<file path="src/rtl/seq_bit_serializer.sv">
// Parallel-to-serial feeder for the 101 sequence detector.
// Words arrive over valid/ready into a one-word hold buffer. They are then
// shifted out one bit per clock on w. pause inserts idle bits without losing
// data.
//
// state | meaning
// IDLE  | shifter empty (rem == 0); may reload from hold
// SHIFT | shifter still has rem data bits to emit
module seq_bit_serializer #(
  parameter int   WIDTH     = 8,
  parameter bit   MSB_FIRST = 1'b1,
  parameter logic IDLE_BIT  = 1'b0
) (
  input  logic             clk,
  input  logic             Reset,
  input  logic [WIDTH-1:0] din,
  input  logic             din_valid,
  output logic             din_ready,
  input  logic             pause,
  output logic             w,
  output logic             w_valid,
  output logic             last,
  output logic             busy
);

  localparam int CW = $clog2(WIDTH + 1);

  localparam logic [0:0] IDLE  = 1'b0;
  localparam logic [0:0] SHIFT = 1'b1;

  logic [WIDTH-1:0] hold;
  logic             hold_full;
  logic [WIDTH-1:0] shifter;
  logic [CW-1:0]    rem;
  logic [0:0]       state;

  logic             unload;
  logic             load;
  logic             shift_bit;
  logic [WIDTH-1:0] shift_next;
  logic             hold_bit;
  logic [WIDTH-1:0] hold_next;

  // FSM state is a direct view of whether the shifter still holds bits
  assign state = (rem != '0) ? SHIFT : IDLE;

  // unload never depends on din_valid, so din_ready has no combinational loop
  assign unload    = !pause && (rem == '0) && hold_full;
  assign din_ready = !Reset && (!hold_full || unload);
  assign load      = din_valid && din_ready;
  assign busy      = hold_full || (rem != '0);

  // Select the outgoing bit and the shifted remainder for the shifter and for a fresh hold word
  always_comb begin
    shift_bit  = 1'b0;
    shift_next = '0;
    hold_bit   = 1'b0;
    hold_next  = '0;
    if (MSB_FIRST) begin
      shift_bit  = shifter[WIDTH-1];
      shift_next = {shifter[WIDTH-2:0], 1'b0};
      hold_bit   = hold[WIDTH-1];
      hold_next  = {hold[WIDTH-2:0], 1'b0};
    end else begin
      shift_bit  = shifter[0];
      shift_next = {1'b0, shifter[WIDTH-1:1]};
      hold_bit   = hold[0];
      hold_next  = {1'b0, hold[WIDTH-1:1]};
    end
  end

  // Hold buffer: a same-edge load and unload leaves it full with the new word
  always_ff @(posedge clk) begin
    if (Reset) begin
      hold      <= '0;
      hold_full <= 1'b0;
    end else begin
      if (load) begin
        hold <= din;
      end
      if (load) begin
        hold_full <= 1'b1;
      end else if (unload) begin
        hold_full <= 1'b0;
      end
    end
  end

  // Shifter and registered serial outputs; pause has priority and freezes all data state
  always_ff @(posedge clk) begin
    if (Reset) begin
      shifter <= '0;
      rem     <= '0;
      w       <= IDLE_BIT;
      w_valid <= 1'b0;
      last    <= 1'b0;
    end else if (pause) begin
      w       <= IDLE_BIT;
      w_valid <= 1'b0;
      last    <= 1'b0;
    end else begin
      case (state)
        SHIFT: begin
          w       <= shift_bit;
          w_valid <= 1'b1;
          last    <= (rem == CW'(1));
          shifter <= shift_next;
          rem     <= rem - CW'(1);
        end
        IDLE: begin
          if (hold_full) begin
            w       <= hold_bit;
            w_valid <= 1'b1;
            last    <= 1'b0;
            shifter <= hold_next;
            rem     <= CW'(WIDTH - 1);
          end else begin
            w       <= IDLE_BIT;
            w_valid <= 1'b0;
            last    <= 1'b0;
          end
        end
        default: begin
          w       <= IDLE_BIT;
          w_valid <= 1'b0;
          last    <= 1'b0;
        end
      endcase
    end
  end

endmodule
</file>
<file path="config.mk">
export PLATFORM = sky130hd
export DESIGN_NAME = seq_bit_serializer
export DESIGN_NICKNAME = d
export VERILOG_FILES = /design/src/rtl/seq_bit_serializer.sv
export SDC_FILE = /design/constraint.sdc
export NUM_CORES = 1
export LEC_CHECK = 0
export CAP_MARGIN = 15
export CELL_PAD_IN_SITES_DETAIL_PLACEMENT = 1
export CELL_PAD_IN_SITES_GLOBAL_PLACEMENT = 2
export CORE_ASPECT_RATIO = 0.75
export CORE_MARGIN = 10
export CORE_UTILIZATION = 25
export DETAILED_ROUTE_END_ITERATION = 16
export GPL_ROUTABILITY_DRIVEN = 0
export HOLD_SLACK_MARGIN = 0.15
export PLACE_DENSITY = 0.66
export SETUP_SLACK_MARGIN = 0.4
export SLEW_MARGIN = 20
export SYNTH_ARGS = -nofsm -noshare
export SYNTH_HDL_FRONTEND = slang
export SYNTH_SLANG_ARGS = --single-unit
</file>
<file path="constraint.sdc">
create_clock -name clk -period 4.8 [get_ports clk]
set_clock_uncertainty 0.15 [all_clocks]
set_input_delay 1.2 -clock clk [delete_from_list [all_inputs] [get_ports clk]]
set_output_delay 1.2 -clock clk [all_outputs]
set_load 0.05 [all_outputs]
</file>
==> summary.md <==
| Metric | Value |
|---|---|
| Reg2reg end | hold[5]$_SDFFE_PP0P_ |
| Design area | 1430 um^2 |
| Final TNS setup | 0 ns |
| Hold endpoint | shifter[1]$_SDFFE_PP0P_ |
| CP startpoint kind | input pin |
| WL per Instance | 16.3 um |
| # resized after CTS | 0 |
| Post-synthesis mux area share | 0.0674 |
| Worst hold slack | 0.352 ns |
| Unrepaired setup endpoints after global routing | false |
| LEAKAGE | 0.000485 uW |
| Hold Startpoint | shifter[1]$_SDFFE_PP0P_ |
| Grt ovf | 0 |
| Via-per-instance ratio | 5.28 |
| Area post-placement | roughly 1400 um^2 |
| I/O pins | 17 |
| All-Layer GR Usage | 0.0829 |
| Worst vdd ir | 0.000112 V |
| Antenna violations before repair | 0 |
| Syn. warnings | 0 |
| Insertion delay to the later sink of the worst-skew pair | 0.27 ns |
| Largest family of logic cells by synthesized area | simple AND/OR/NAND/NOR gates |
| IO Port Bufs | 16 |
| Number of DRC markers in iteration 0 | 52 |
| Rel. slew slack | 0.430 |
| Synth cell types | 27 |
| Max cap viols | 0 |
| Hold Crit Class | reg -> reg |
| Post-synthesis adder-cell area fraction | 0.0211 |
| Endpoints failing setup | 0 |
| Vias in the first global route | between 1000 and 1500 |
| DR top layer | met4 |
| R2r worst-path depth | 5 |
| Data arrival, critical path | 2.84 ns |
| Netlist Area Pre-Place | 1190 um^2 |
| CTS Buf Count | 3 |
| Die Area | 7940 um^2 |
| Required time of the critical path | approximately 3.5 ns |
| Crit path max fanout | 10 |
| Share of layout cells above drive strength 1 | 0.0714 |
| Routed wl met2 | 1490 um |
| DRT Wirelength | 3220 um |
| Area share of and/or/nand/nor cells after synthesis | 0.249 |
| CTS clk-pin slew, worst paths | 0.09 ns |
| Post-Synth XOR/XNOR Area | 0 |
| Postcts setup bufs | 0 |
| Hold-fix buffers, CTS | 0 |
| CTS H-tree lvls | 1 |
| Met3 routed WL | 105 um |
| Clock sinks | 23 |
| Die H | 79.7 um |
| First-pass GRT wire length | roughly 5500 um |
| Maximum clock insertion buffer count | 2 |
| Metal1 wirelength | 1580 um |
| Power Dens Cells | 379 nW/um^2 |
| Kind of critical path | in -> out |
| Complex-gate fraction of the synthesized area | 0.207 |
| DR vias | around 1000 |
| Sequential-to-total area share from yosys stat | 0.388 |
| Slew Limit Fails | 0 |
| Initial core utilization | 0.263 |
| Antenna Nets Post-Route | 0 |
| TritonCTS clock tree | built |
| Die span in x | 99.6 um |
| Highest clock rate | 0.239 GHz |
| Final min period | 4.19 ns |
| Layout area overhead | 20.5% |
| Cells after Synth | 129 |
| Worst-Margin Slew | ~0.85 ns |
| # diodes | 0 |
| Clock root buffer | clkbuf_8 |
| DRC | 0 |
| Core area | 4520 um^2 |
| Syn Nets | 143 |
| Rows | 21 |
| Reg2reg start | rem[0]$_SDFFE_PP0P_ |
| Largest net degree at the start of global routing | 41 |
| Finished Core Util | 0.317 |
| Flop2flop setup slack | 2.78 ns |
| Detail Placement HPWL | 2210 um |
| Drt first pass iters | 2 |
| Flops & latches, synth | 23 |
| Outcome | completed |
| Synth Area per Inst | 9.20 um^2 |
| Final-report hold violation count | 0 |
| Hold depth | 2 |
| Fin nets | 155 |
| Critical Path End Type | output pin |
| Tcrit/Tclk final | 0.873 |
## kinds of logic after synthesis
logic type | after synthesis
AO/OA/AOI/OAI | 37
buffers and inverters | 17
AND/OR/NAND/NOR | 42
flip-flops | 23
multiplexers | 8
adder cells (fa/ha/maj) | 2
## cell type report
| type | count | area (um^2) |
|---|---|---|
| Multi-Input combinational cell | 89 | 646 |
| Clock buffer | 3 | 41.3 |
| Timing Repair Buffer | 18 | 185 |
| Tap cell | 57 | 71.3 |
| Sequential cell | 23 | 460 |
| Fill cell | 541 | 3090 |
| Inverter | 6 | 22.5 |
| Clock inverter | 1 | 5.00 |
## where the power goes
group,internal (uW),switching (uW)
Combinational,76.4,99.5
Sequential,215,24.5
Clock,58.2,68.2
Total,350,192
## layer usage
layer	GRT usage	vias up
li1	-	514
met1	0.0994	511
met2	0.136	11
met3	0.0251	4
met4	0.0329	0
met5	0	-
## placed cells by master (no fill, tap or decap)
| master | netlist | final |
|---|---|---|
| a211oi_1 | 8 | 8 |
| a21oi_1 | 11 | 11 |
| a31oi_1 | 8 | 8 |
| and3_1 | 1 | 1 |
| buf_12 | 0 | 1 |
| buf_4 | 1 | 2 |
| clkbuf_8 | 0 | 3 |
| clkdlybuf4s50_1 | 0 | 15 |
| clkinv_2 | 0 | 1 |
| dfxtp_1 | 23 | 23 |
| ha_1 | 2 | 2 |
| inv_1 | 5 | 5 |
| inv_2 | 1 | 1 |
| mux2i_1 | 8 | 8 |
| nand2_1 | 9 | 9 |
| nand3_1 | 1 | 1 |
| nand4b_1 | 8 | 8 |
| nor2_1 | 5 | 5 |
| nor2b_1 | 1 | 1 |
| nor3_1 | 2 | 2 |
| nor3b_1 | 9 | 9 |
| nor4_1 | 2 | 2 |
| nor4b_4 | 2 | 2 |
| o21ai_0 | 2 | 2 |
| o311ai_0 | 8 | 8 |
| or4_1 | 1 | 1 |
| or4b_1 | 1 | 1 |
## worst max-delay path, cell delays in order
cell and delay (ns):
clkdlybuf4s50_1 0.60, or4b_1 0.57, a21oi_1 0.29, buf_12 0.18
## cells in the mapped netlist
master | instances | area [um^2]
dfxtp_1 | 23 | 460
a21oi_1 | 11 | 55.1
nand2_1 | 9 | 33.8
nor3b_1 | 9 | 67.6
a211oi_1 | 8 | 60.1
a31oi_1 | 8 | 50.1
mux2i_1 | 8 | 80.1
nand4b_1 | 8 | 70.1
o311ai_0 | 8 | 70.1
clkbuf_1 | 6 | 22.5
inv_1 | 5 | 18.8
nor2_1 | 5 | 18.8
buf_2 | 2 | 10.0
ha_1 | 2 | 25.0
nor3_1 | 2 | 10.0
nor4_1 | 2 | 12.5
nor4b_4 | 2 | 47.6
o21ai_0 | 2 | 10.0
and3_1 | 1 | 6.26
buf_4 | 1 | 7.51
buf_6 | 1 | 11.3
clkbuf_4 | 1 | 7.51
inv_2 | 1 | 3.75
nand3_1 | 1 | 5.00
nor2b_1 | 1 | 6.26
or4_1 | 1 | 7.51
or4b_1 | 1 | 10.0
## per-stage QoR
stage	setup slack [ns]	std cells	power, uW
6_report	0.608	197	542
5_1_grt	0.479	197	577
3_5_place_dp	0.620	193	422
2_1_floorplan	0.803	129	370
3_3_place_gp	0.652	193	417
4_1_cts	0.599	197	551
## flip-flops by register name, indices dropped and copies added (netlist names)
signal and flops:
w_valid 1, w 1, last 1, rem 4
shifter 7, hold 8, hold_full 1
## worst max-delay path by stage
stage / startpoint / slack, ns / to / depth (start not counted)
6_report: pause / 0.61 / din_ready / 4
5_1_grt: pause / 0.48 / din_ready / 4
4_1_cts: pause / 0.60 / din_ready / 4
3_5_place_dp: pause / 0.62 / din_ready / 4
3_3_place_gp: pause / 0.65 / din_ready / 4
2_1_floorplan: pause / 0.80 / din_ready / 3
Power figures use the tool's default switching activity.
